File: src/rtl/cnn_pkg.sv
// Shared CNN-layer types and helpers: FSM states, accumulator sizing, and the
// shift-then-clamp rescale into an unsigned score.
package cnn_pkg;

  typedef enum logic [1:0] {
    ACCUM = 2'd0,
    FINAL = 2'd1,
    OUT   = 2'd2
  } fc_state_e;

  localparam int unsigned SAT_W = 64;

  function automatic int unsigned acc_width(input int unsigned dw, input int unsigned m);
    return 2 * dw + $clog2(m) + 2;
  endfunction

  // Arithmetic shift, then clamp to [0, 2^width-1]; caller truncates to width bits.
  function automatic logic [SAT_W-1:0] sat_unsigned(input logic signed [SAT_W-1:0] acc,
                                                    input int unsigned shift,
                                                    input int unsigned width);
    logic signed [SAT_W-1:0] y;
    logic [SAT_W-1:0]        max_v;
    y     = acc >>> shift;
    max_v = (SAT_W'(1) << width) - SAT_W'(1);
    if (y < 0) return '0;
    if ($unsigned(y) > max_v) return max_v;
    return $unsigned(y);
  endfunction

endpackage

File: src/rtl/fc_score_layer_if.sv
// Beat-in / score-vector-out handshake bundle of the fully-connected score layer.
interface fc_score_layer_if #(
  parameter int unsigned N     = 4,
  parameter int unsigned DW    = 8,
  parameter int unsigned BW    = 16,
  parameter int unsigned WIDTH = 16
);
  logic                 in_valid;
  logic                 in_ready;
  logic [DW-1:0]        in_act;
  logic [N*DW-1:0]      in_w;
  logic [N*BW-1:0]      bias_vec;
  logic                 out_valid;
  logic                 out_ready;
  logic [N*WIDTH-1:0]   out_vec;

  modport master (
    output in_valid, in_act, in_w, bias_vec, out_ready,
    input  in_ready, out_valid, out_vec
  );

  modport slave (
    input  in_valid, in_act, in_w, bias_vec, out_ready,
    output in_ready, out_valid, out_vec
  );
endinterface

File: src/rtl/fc_mac_lane.sv
// One signed multiply-accumulate lane; the first beat of a frame reloads the
// accumulator with the sign-extended bias instead of the previous sum.
module fc_mac_lane #(
  parameter int unsigned DW    = 8,
  parameter int unsigned BW    = 16,
  parameter int unsigned ACC_W = 20
) (
  input  logic                    clk,
  input  logic                    rst_n,
  input  logic                    en_i,
  input  logic                    first_i,
  input  logic signed [DW-1:0]    act_i,
  input  logic signed [DW-1:0]    w_i,
  input  logic signed [BW-1:0]    bias_i,
  output logic signed [ACC_W-1:0] acc_o
);
  logic signed [2*DW-1:0]  prod;
  logic signed [ACC_W-1:0] acc_q;
  logic signed [ACC_W-1:0] acc_d;

  always_comb begin
    prod  = act_i * w_i;
    acc_d = (first_i ? ACC_W'(bias_i) : acc_q) + ACC_W'(prod);
  end

  always_ff @(posedge clk or negedge rst_n) begin
    if (!rst_n)    acc_q <= '0;
    else if (en_i) acc_q <= acc_d;
  end

  assign acc_o = acc_q;
endmodule

File: src/rtl/fc_score_layer.sv
// Sequential fully-connected output layer: N parallel MAC lanes over M beats,
// then shift/clamp into unsigned scores presented under valid/ready.
module fc_score_layer
  import cnn_pkg::*;
#(
  parameter int unsigned N     = 4,
  parameter int unsigned M     = 16,
  parameter int unsigned DW    = 8,
  parameter int unsigned BW    = 16,
  parameter int unsigned WIDTH = 16,
  parameter int unsigned SHIFT = 0
) (
  input  logic             clk,
  input  logic             rst_n,
  fc_score_layer_if.slave  bus
);
  localparam int unsigned     ACC_W = acc_width(DW, M);
  localparam int unsigned     CNT_W = (M > 1) ? $clog2(M) : 1;
  localparam logic [CNT_W-1:0] LAST = CNT_W'(M - 1);

  fc_state_e                state_q;
  logic [CNT_W-1:0]         cnt_q;
  logic                     in_ready_q;
  logic                     out_valid_q;
  logic [N*WIDTH-1:0]       out_vec_q;
  logic signed [ACC_W-1:0]  acc [N];
  logic [N*WIDTH-1:0]       score_c;
  logic                     in_fire_c;
  logic                     first_c;

  assign in_fire_c = bus.in_valid & in_ready_q;
  assign first_c   = (cnt_q == '0);

  for (genvar j = 0; j < N; j++) begin : g_lane
    fc_mac_lane #(.DW(DW), .BW(BW), .ACC_W(ACC_W)) u_lane (
      .clk     (clk),
      .rst_n   (rst_n),
      .en_i    (in_fire_c),
      .first_i (first_c),
      .act_i   (bus.in_act),
      .w_i     (bus.in_w[j*DW +: DW]),
      .bias_i  (bus.bias_vec[j*BW +: BW]),
      .acc_o   (acc[j])
    );
  end

  always_comb begin
    score_c = '0;
    for (int j = 0; j < N; j++)
      score_c[j*WIDTH +: WIDTH] = WIDTH'(sat_unsigned(SAT_W'(acc[j]), SHIFT, WIDTH));
  end

  // in_ready is registered alongside the state so it never depends on out_ready.
  always_ff @(posedge clk or negedge rst_n) begin
    if (!rst_n) begin
      state_q     <= ACCUM;
      cnt_q       <= '0;
      in_ready_q  <= 1'b1;
      out_valid_q <= 1'b0;
      out_vec_q   <= '0;
    end else begin
      case (state_q)
        ACCUM: begin
          if (in_fire_c) begin
            if (cnt_q == LAST) begin
              cnt_q      <= '0;
              state_q    <= FINAL;
              in_ready_q <= 1'b0;
            end else begin
              cnt_q <= cnt_q + CNT_W'(1);
            end
          end
        end
        FINAL: begin
          out_vec_q   <= score_c;
          out_valid_q <= 1'b1;
          state_q     <= OUT;
        end
        OUT: begin
          if (bus.out_ready) begin
            out_valid_q <= 1'b0;
            in_ready_q  <= 1'b1;
            state_q     <= ACCUM;
          end
        end
        default: begin
          state_q    <= ACCUM;
          in_ready_q <= 1'b1;
        end
      endcase
    end
  end

  assign bus.in_ready  = in_ready_q;
  assign bus.out_valid = out_valid_q;
  assign bus.out_vec   = out_vec_q;
endmodule

File: src/flat_wrapper.sv
// flat-port wrapper written by rule: the top's interface ports become plain ports
module fc_score_layer_flat import cnn_pkg::*;
#(
  parameter int unsigned N     = 4,
  parameter int unsigned M     = 16,
  parameter int unsigned DW    = 8,
  parameter int unsigned BW    = 16,
  parameter int unsigned WIDTH = 16,
  parameter int unsigned SHIFT = 0
)
  (clk, rst_n, bus_in_valid, bus_in_act, bus_in_w, bus_bias_vec, bus_out_ready, bus_in_ready, bus_out_valid, bus_out_vec);
  fc_score_layer_if #(.N(N), .DW(DW), .BW(BW), .WIDTH(WIDTH)) bus_i ();
  input  logic clk;
  input  logic rst_n;
  input wire logic [$bits(bus_i.in_valid)-1:0] bus_in_valid;
  input wire logic [$bits(bus_i.in_act)-1:0] bus_in_act;
  input wire logic [$bits(bus_i.in_w)-1:0] bus_in_w;
  input wire logic [$bits(bus_i.bias_vec)-1:0] bus_bias_vec;
  input wire logic [$bits(bus_i.out_ready)-1:0] bus_out_ready;
  output wire logic [$bits(bus_i.in_ready)-1:0] bus_in_ready;
  output wire logic [$bits(bus_i.out_valid)-1:0] bus_out_valid;
  output wire logic [$bits(bus_i.out_vec)-1:0] bus_out_vec;
  assign bus_i.in_valid = bus_in_valid;
  assign bus_i.in_act = bus_in_act;
  assign bus_i.in_w = bus_in_w;
  assign bus_i.bias_vec = bus_bias_vec;
  assign bus_i.out_ready = bus_out_ready;
  assign bus_in_ready = bus_i.in_ready;
  assign bus_out_valid = bus_i.out_valid;
  assign bus_out_vec = bus_i.out_vec;
  fc_score_layer #(.N(N), .M(M), .DW(DW), .BW(BW), .WIDTH(WIDTH), .SHIFT(SHIFT)) u_core (.clk(clk), .rst_n(rst_n), .bus(bus_i));
endmodule
File: config.mk
export PLATFORM = sky130hd
export DESIGN_NAME = fc_score_layer_flat
export DESIGN_NICKNAME = d
export VERILOG_FILES = /design/src/rtl/cnn_pkg.sv /design/src/rtl/fc_score_layer_if.sv /design/src/rtl/fc_mac_lane.sv /design/src/rtl/fc_score_layer.sv /design/src/flat_wrapper.sv
export SDC_FILE = /design/constraint.sdc
export NUM_CORES = 1
export LEC_CHECK = 0
export CORE_UTILIZATION = 61
export CTS_CLUSTER_SIZE = 28
export DETAILED_ROUTE_END_ITERATION = 6
export PLACE_DENSITY = 0.91
export SLEW_MARGIN = 20
export SYNTH_ARGS = -nofsm -noshare
export SYNTH_HDL_FRONTEND = slang
export SYNTH_SLANG_ARGS = --single-unit
File: constraint.sdc
create_clock -name clk -period 8.85 [get_ports clk]
set_input_delay 0.885 -clock clk [delete_from_list [all_inputs] [get_ports clk]]
set_output_delay 0.885 -clock clk [all_outputs]
set_load 0.05 [all_outputs]
==> reports/results.ini, run 1 <==
[outcome]
run_status=finished clean

[cts]
numCtsBuffers=17
post-cts-setup-buffers=0
cts.path.max_buffers=2
post_cts_resize_count=0
cts.clk_slew.worst_paths_ns=0.07
ctsHoldBuffers=0
cts-htree-levels=4
number_of_sinks_handled_by_clock_tree_synthesis=160
clock_insertion_delay_worst_skew_ns=0.47
tritoncts=done
root_buffer=clkbuf_16

[drt]
avgViaCountPerCell=5.85
detailed_router_s_first_iteration_violation_count=1349
num_vias=17100
post_route_drc_violation_count=0
drt.antenna.violating_nets=0
iteration_count_of_the_initial_detailed_routing_pass=5
totalWireLength_um=57200
routed_wirelength_normalized_by_instance_count_um=19.5

[cells_and_area]
nets=3146
final_layout_size_suffix_gt1_frac=0.0296
fin_util=0.701
area_growth_pct=12.1
fillCellCount=2535

[critical_path]
crit_path_top_delay_cell=and2_2
worstSetupEndpointType=flop
cp_cell_sequence=inv_1 > ha_1 > and2_2 > buf_4 > mux2i_1 > fa_1 > inv_1 > fa_1 > ha_1 > fa_1 > ha_1 > ha_1 > fa_1 > a21o_1 > a21oi_1 > o21ai_0 > a31oi_1 > o21ba_2 > or3_1 > a311oi_1 > o21a_1 > o31ai_1
worstRegToRegCells=22
crit_path_largest_cell_delay_ns=0.70
criticalPathCategory=reg -> reg
crit_start=u_core.cnt_q[0]
worstPathBufferInverterCount=3
highest_net_fanout_along_the_worst_path=22
cp_data_arrival_time_ns=7.69
worst_r2r_startpoint=u_core.cnt_q[0]
critical_path_required_ns=9.21
timing.critical_path.depth=22
critical-path-top-delay-family=adder cells
cp-start-kind=flop

[synth]
ys_async_sr_fraction=1.00
synth_enable_flop_cells=0
synthFlopType=dfrtp_1
synth.avg_cell_area_sq_um=9.62
synthesis.instances=2329
synthDistinctLibCells=60
ys_seq_elements=160
ys.warnings.count=0
syn-cell-area_sq_um=22400
ys_seq_area_frac=0.179
post_syn_nets=3023

[grt]
grt_max_degree=105
groute.usage.overall=0.320
grt_residual_overflow=0
grt_pass1_vias=18500
grt_first_pass_wirelength_um=94300
antenna_found_initial=2

[floorplan]
placementRows=69
start_util=0.625
die_h_um=194
coreArea_sq_um=35800
die_width_um=194
fp.dieArea_sq_um=37500
io-pin-count=174

[timing]
setup_total_neg_slack_ns=0
final.min_clock_period_ns=7.33
max_freq_ghz=0.137
fraction_of_the_cycle_the_final_worst_path_needs=0.828
tightest_slew_ns=1.03
report.final.setup_viol=0
worst_slew_margin_rel=0.309
timing.clock.skew_ns=0.0120
slew_violations=0
rsz0062_at_grt=no
fin_hold_ws_ns=0.328
timing_hold_violations_final=0

[worst_hold_path]
class_of_the_tightest_hold_or_removal_check=in -> async

[job]
maxCapViolations=0

[place]
dp_hpwl_um=45200
io_buffers=173
finalWeightedCongestion=0.954

[Yosys cell counts, types with 9 or more instances]
cell type / instances / area, sq um
o21bai_1: 11 / 82.6
o31ai_1: 75 / 563
clkbuf_1: 78 / 293
nor3_1: 15 / 75.1
xnor2_1: 59 / 517
a21oi_1: 68 / 340
buf_1: 9 / 33.8
nor2_1: 125 / 469
mux2i_1: 55 / 551
nand3_1: 9 / 45.0
fa_1: 384 / 7690
dfrtp_1: 159 / 3980
o21ai_0: 71 / 355
a21o_1: 20 / 150
nand2_1: 352 / 1320
and2_1: 147 / 920
xor2_1: 26 / 228
and3_1: 12 / 75.1
ha_1: 202 / 2530
inv_1: 347 / 1300
[registers in the layout, indices dropped and copies added (netlist names)]
| register | flops |
|---|---|
| u_core.g_lane.u_lane.acc_o | 88 |
| u_core.bus.out_vec | 64 |
| u_core.cnt_q | 4 |
| u_core.state_q | 2 |
| u_core.bus.in_ready | 1 |
| u_core.bus.out_valid | 1 |
[logic make-up (layout without fill, tap and decap cells)]
| group | count (synthesis) | after routing | share of synthesized area |
|---|---|---|---|
| AND/OR/NAND/NOR | 705 | 705 | 0.143 |
| adder cells (fa/ha/maj) | 586 | 586 | 0.456 |
| buffers and inverters | 438 | 574 | 0.0734 |
| AO/OA/AOI/OAI | 295 | 295 | 0.0883 |
| flip-flops | 160 | 160 | 0.179 |
| XOR/XNOR | 85 | 85 | 0.0332 |
| multiplexers | 60 | 60 | 0.0273 |
| other | 0 | 2 | 0 |
[routing by layer]
metal,vias up,track usage,part of all wire
met2,797,0.523,0.49
met5,-,0,0
met3,138,0.0471,0.075
li1,7623,-,-
met4,0,0.140,0.037
met1,8574,0.427,0.40
[final cells by class]
cell class / count / area (sq um) / area share
inverters: 351 / 1320 / 0.0524
clock inverters: 11 / 109 / 0.00433
repair buffers: 191 / 1880 / 0.0749
well taps: 461 / 577 / 0.0230
clock buffers: 21 / 450 / 0.0179
diodes: 2 / 5.00 / 0.000199
flip-flops and latches: 160 / 4010 / 0.159
multi-input cells: 1731 / 16800 / 0.668
[placed cells by master (no fill, tap or decap), types with 5 or more instances in the layout]
cell	synthesis	routed
or3_1	7	7
a211oi_1	6	6
o211ai_1	5	5
xor2_1	26	26
inv_1	347	347
nand2_1	352	350
dfrtp_1	159	159
nor4_1	7	7
and2_1	147	146
buf_4	0	17
nor3_1	15	15
clkdlybuf4s50_1	0	171
xnor2_1	59	59
nand3_1	9	9
a21o_1	20	20
a21oi_1	68	68
nor3b_1	7	7
mux2i_1	55	55
and3_1	12	12
ha_1	202	202
fa_1	384	384
nor2b_1	5	5
o21ai_0	71	71
o21bai_1	11	11
o21a_1	6	6
o31ai_1	75	75
clkbuf_16	0	17
nand2b_1	7	6
nor2_1	125	125
[path summary, 6_finish.rpt]
path | end | slack [ns]
worst max-delay path | u_core.g_lane[2].u_lane.acc_o[20] | 1.52
worst min-delay path | u_core.bus.out_vec[40] | 0.33
worst max register to register | u_core.g_lane[2].u_lane.acc_o[20] | 1.52
worst min register to register | u_core.bus.out_vec[62] | 0.48
max in group asynchronous | u_core.g_lane[1].u_lane.acc_o[2] | 7.39
min in group clk | u_core.bus.out_vec[62] | 0.48
[per-stage QoR]
step           std cells  worst slack, ns  area [sq um]
2_1_floorplan       2329             2.36         22400
3_3_place_gp        2893             1.41         24500
3_5_place_dp        2893             1.25         24500
4_1_cts             2925             1.64         25100
5_1_grt             2928             1.29         25100
6_report            2928             1.52         25100
Power of run 1 is left out: the tool's default activity adds up to more than one toggle a clock period on the data nets, which glitch-free logic cannot reach.
==> run 2: changes to the inputs <==
Clock period 8.85 ns to 7.2 ns, I/O delays scaled along.
==> run 2 against run 1 <==
- worst setup slack worse by 1.1 ns
- cell count rose by 0.51%
- count of clock-buffer cells in the layout stayed put
- first-iteration DRC count shrank 12%
- critical endpoint is now u_core.g_lane[2].u_lane.acc_o[21]
==> reports/results.ini, run 2 (same netlist as run 1, synthesis figures left out) <==
[timing]
timing_hold_violations_final=0  ; unchanged
fraction_of_the_cycle_the_final_worst_path_needs=0.939  ; +0.111
report.final.setup_viol=0  ; unchanged
final.min_clock_period_ns=6.76  ; -0.566 ns
worst_slew_margin_rel=0.392  ; +0.0821
rsz0062_at_grt=no
max_freq_ghz=0.148  ; +8.4%
slew_violations=0  ; unchanged
tightest_slew_ns=0.912  ; -0.121 ns
setup_total_neg_slack_ns=0  ; unchanged
timing.clock.skew_ns=0.0117  ; -0.000223 ns

[cts]
cts.path.max_buffers=2  ; unchanged
root_buffer=clkbuf_16
number_of_sinks_handled_by_clock_tree_synthesis=160  ; unchanged
tritoncts=done
cts-htree-levels=4  ; unchanged
cts.clk_slew.worst_paths_ns=0.07  ; about the same
post-cts-setup-buffers=0  ; unchanged
ctsHoldBuffers=0  ; unchanged
numCtsBuffers=17  ; unchanged
post_cts_resize_count=0  ; unchanged
clock_insertion_delay_worst_skew_ns=0.47  ; about the same

[cells_and_area]
final_cell_mix=384 x fa_1, 350 x nand2_1, 347 x inv_1
final_layout_size_suffix_gt1_frac=0.0355  ; +0.00588
nets=3162  ; +0.51%
area_growth_pct=12.8
final_design_area_no_fill_sq_um=25300  ; +0.56%
fillCellCount=2479  ; -2.2%
largest_register_ff_count=88  ; unchanged
layout_commonest_cell=fa_1

[critical_path]
worstRegToRegCells=24  ; +9.1%
cp_data_arrival_time_ns=7.07  ; -0.62 ns
crit_path_top_delay_cell=fa_1
cp-start-kind=flop
highest_net_fanout_along_the_worst_path=22  ; unchanged
critical_path.most_common_cell=fa_1
worstSetupEndpointType=flop
critical-path-top-delay-family=adder cells
r2r_end=u_core.g_lane[2].u_lane.acc_o[21]
critical_path_required_ns=7.51  ; -1.70 ns
worstPathBufferInverterCount=6  ; +3
ff2ff_setup_slack_ns=0.44  ; -1.08 ns
worst_r2r_startpoint=u_core.cnt_q[0]
cp_cell_sequence=inv_1 > ha_1 > buf_4 > nand2_4 > buf_4 > mux2i_1 > fa_1 > inv_1 > fa_1 > inv_1 > fa_1 > inv_1 > fa_1 > fa_1 > ha_1 > o21ai_0 > o2111ai_1 > a31oi_1 > o31a_1 > a21o_1 > mux2i_1 > nand4_1 > mux2_2 > o211ai_1
criticalPathCategory=reg -> reg
crit_path_largest_cell_delay_ns=0.51  ; -0.19 ns

[grt]
global_route.usage.met3=0.0586  ; +0.0115
grt_first_pass_wirelength_um=93400  ; -0.91%
top_usage_layer=met2
grt_max_degree=94  ; -10%
grt_pass1_vias=18200  ; -1.5%
antenna_found_initial=3  ; +1
groute.usage.overall=0.317  ; -0.00260
use_met2=0.532  ; +0.00896
gr-usage-met1=0.407  ; -0.0201
grt_residual_overflow=0  ; unchanged

[floorplan]
placementRows=69  ; unchanged
fp.dieArea_sq_um=37500  ; unchanged
die_width_um=194  ; unchanged
die_h_um=194  ; unchanged
coreArea_sq_um=35800  ; unchanged
start_util=0.625  ; unchanged
io-pin-count=174  ; unchanged

[drt]
routed_wirelength_normalized_by_instance_count_um=19.0  ; -2.7%
drt.antenna.violating_nets=0  ; unchanged
iteration_count_of_the_initial_detailed_routing_pass=7  ; +2
post_route_drc_violation_count=0  ; unchanged
totalWireLength_um=56000  ; -2.2%
avgViaCountPerCell=5.79  ; -0.96%
detailed_router_s_first_iteration_violation_count=1190  ; -12%
num_vias=17100  ; -0.46%

[place]
postPlaceCellArea_sq_um=24700  ; +0.57%
finalWeightedCongestion=0.940  ; -1.4%
io_buffers=173  ; unchanged
dp_hpwl_um=45400  ; +0.54%

[job]
maxCapViolations=0  ; unchanged

[outcome]
run_status=finished clean

[worst_hold_path]
class_of_the_tightest_hold_or_removal_check=in -> async

-- run 2: cell types whose count changed in the layout (fill, tap and decap cells not counted) --
cell / previous run / this run
buf_16: 1 / 0
buf_2: 1 / 0
clkbuf_1: 3 / 1
clkinv_2: 1 / 2
inv_6: 2 / 1
bufinv_16: 1 / 2
clkdlybuf4s50_1: 171 / 172
buf_12: 0 / 1
clkinv_4: 3 / 0
buf_4: 17 / 33
diode_2: 2 / 3
clkbuf_8: 1 / 3
-- run 2: through the flow --
step,utilization,hold slack (ns),worst slack (ns),std cells
finish,0.705,0.354,0.441,2943
detailed placement,0.689,0.469,0.108,2910
CTS,0.705,0.375,0.508,2940
global route,0.705,0.428,0.118,2943
global placement,0.689,0.458,0.334,2910
floorplan,-,0.424,0.871,2329
-- run 2: worst register-to-register path: cells and delay by family (launching register included) --
family	cells	cell delay, ns
adder cells (fa/ha/maj)	7	3.05
AO/OA/AOI/OAI	6	1.29
buffers and inverters	6	0.84
multiplexers	3	0.65
flip-flops	1	0.43
AND/OR/NAND/NOR	2	0.37
-- run 2: worst max-delay path by stage --
stage / from / endpoint / depth (start not counted) / slack, ns
2_1_floorplan: bus_in_act[7] / u_core.g_lane[0].u_lane.acc_o[21] / 19 / 0.87
3_3_place_gp: bus_in_act[7] / u_core.g_lane[3].u_lane.acc_o[21] / 19 / 0.33
3_5_place_dp: bus_in_act[7] / u_core.g_lane[3].u_lane.acc_o[21] / 19 / 0.11
4_1_cts: u_core.cnt_q[0] / u_core.g_lane[1].u_lane.acc_o[21] / 21 / 0.51
5_1_grt: u_core.cnt_q[0] / u_core.g_lane[2].u_lane.acc_o[20] / 23 / 0.12
6_report: u_core.cnt_q[0] / u_core.g_lane[2].u_lane.acc_o[21] / 24 / 0.44
-- run 2: layout make-up --
cell class / count / area, sq um / share of cell area
clock inverter: 9 / 109 / 0.00431
multi-input combinational: 1731 / 16800 / 0.664
tap: 461 / 577 / 0.0228
inverter: 351 / 1320 / 0.0521
clock buffer: 21 / 470 / 0.0186
antenna: 3 / 7.51 / 0.000297
sequential: 160 / 4010 / 0.159
timing repair buffer: 207 / 2000 / 0.0792
-- run 2: per-layer routing --
layer	vias to the layer above	wire length, um	share of wire
li1	7652	-	-
met1	8524	22100	0.40
met2	732	27800	0.50
met3	146	3870	0.069
met4	0	2160	0.039
met5	-	0	0
Power of run 2 is left out for the same reason.
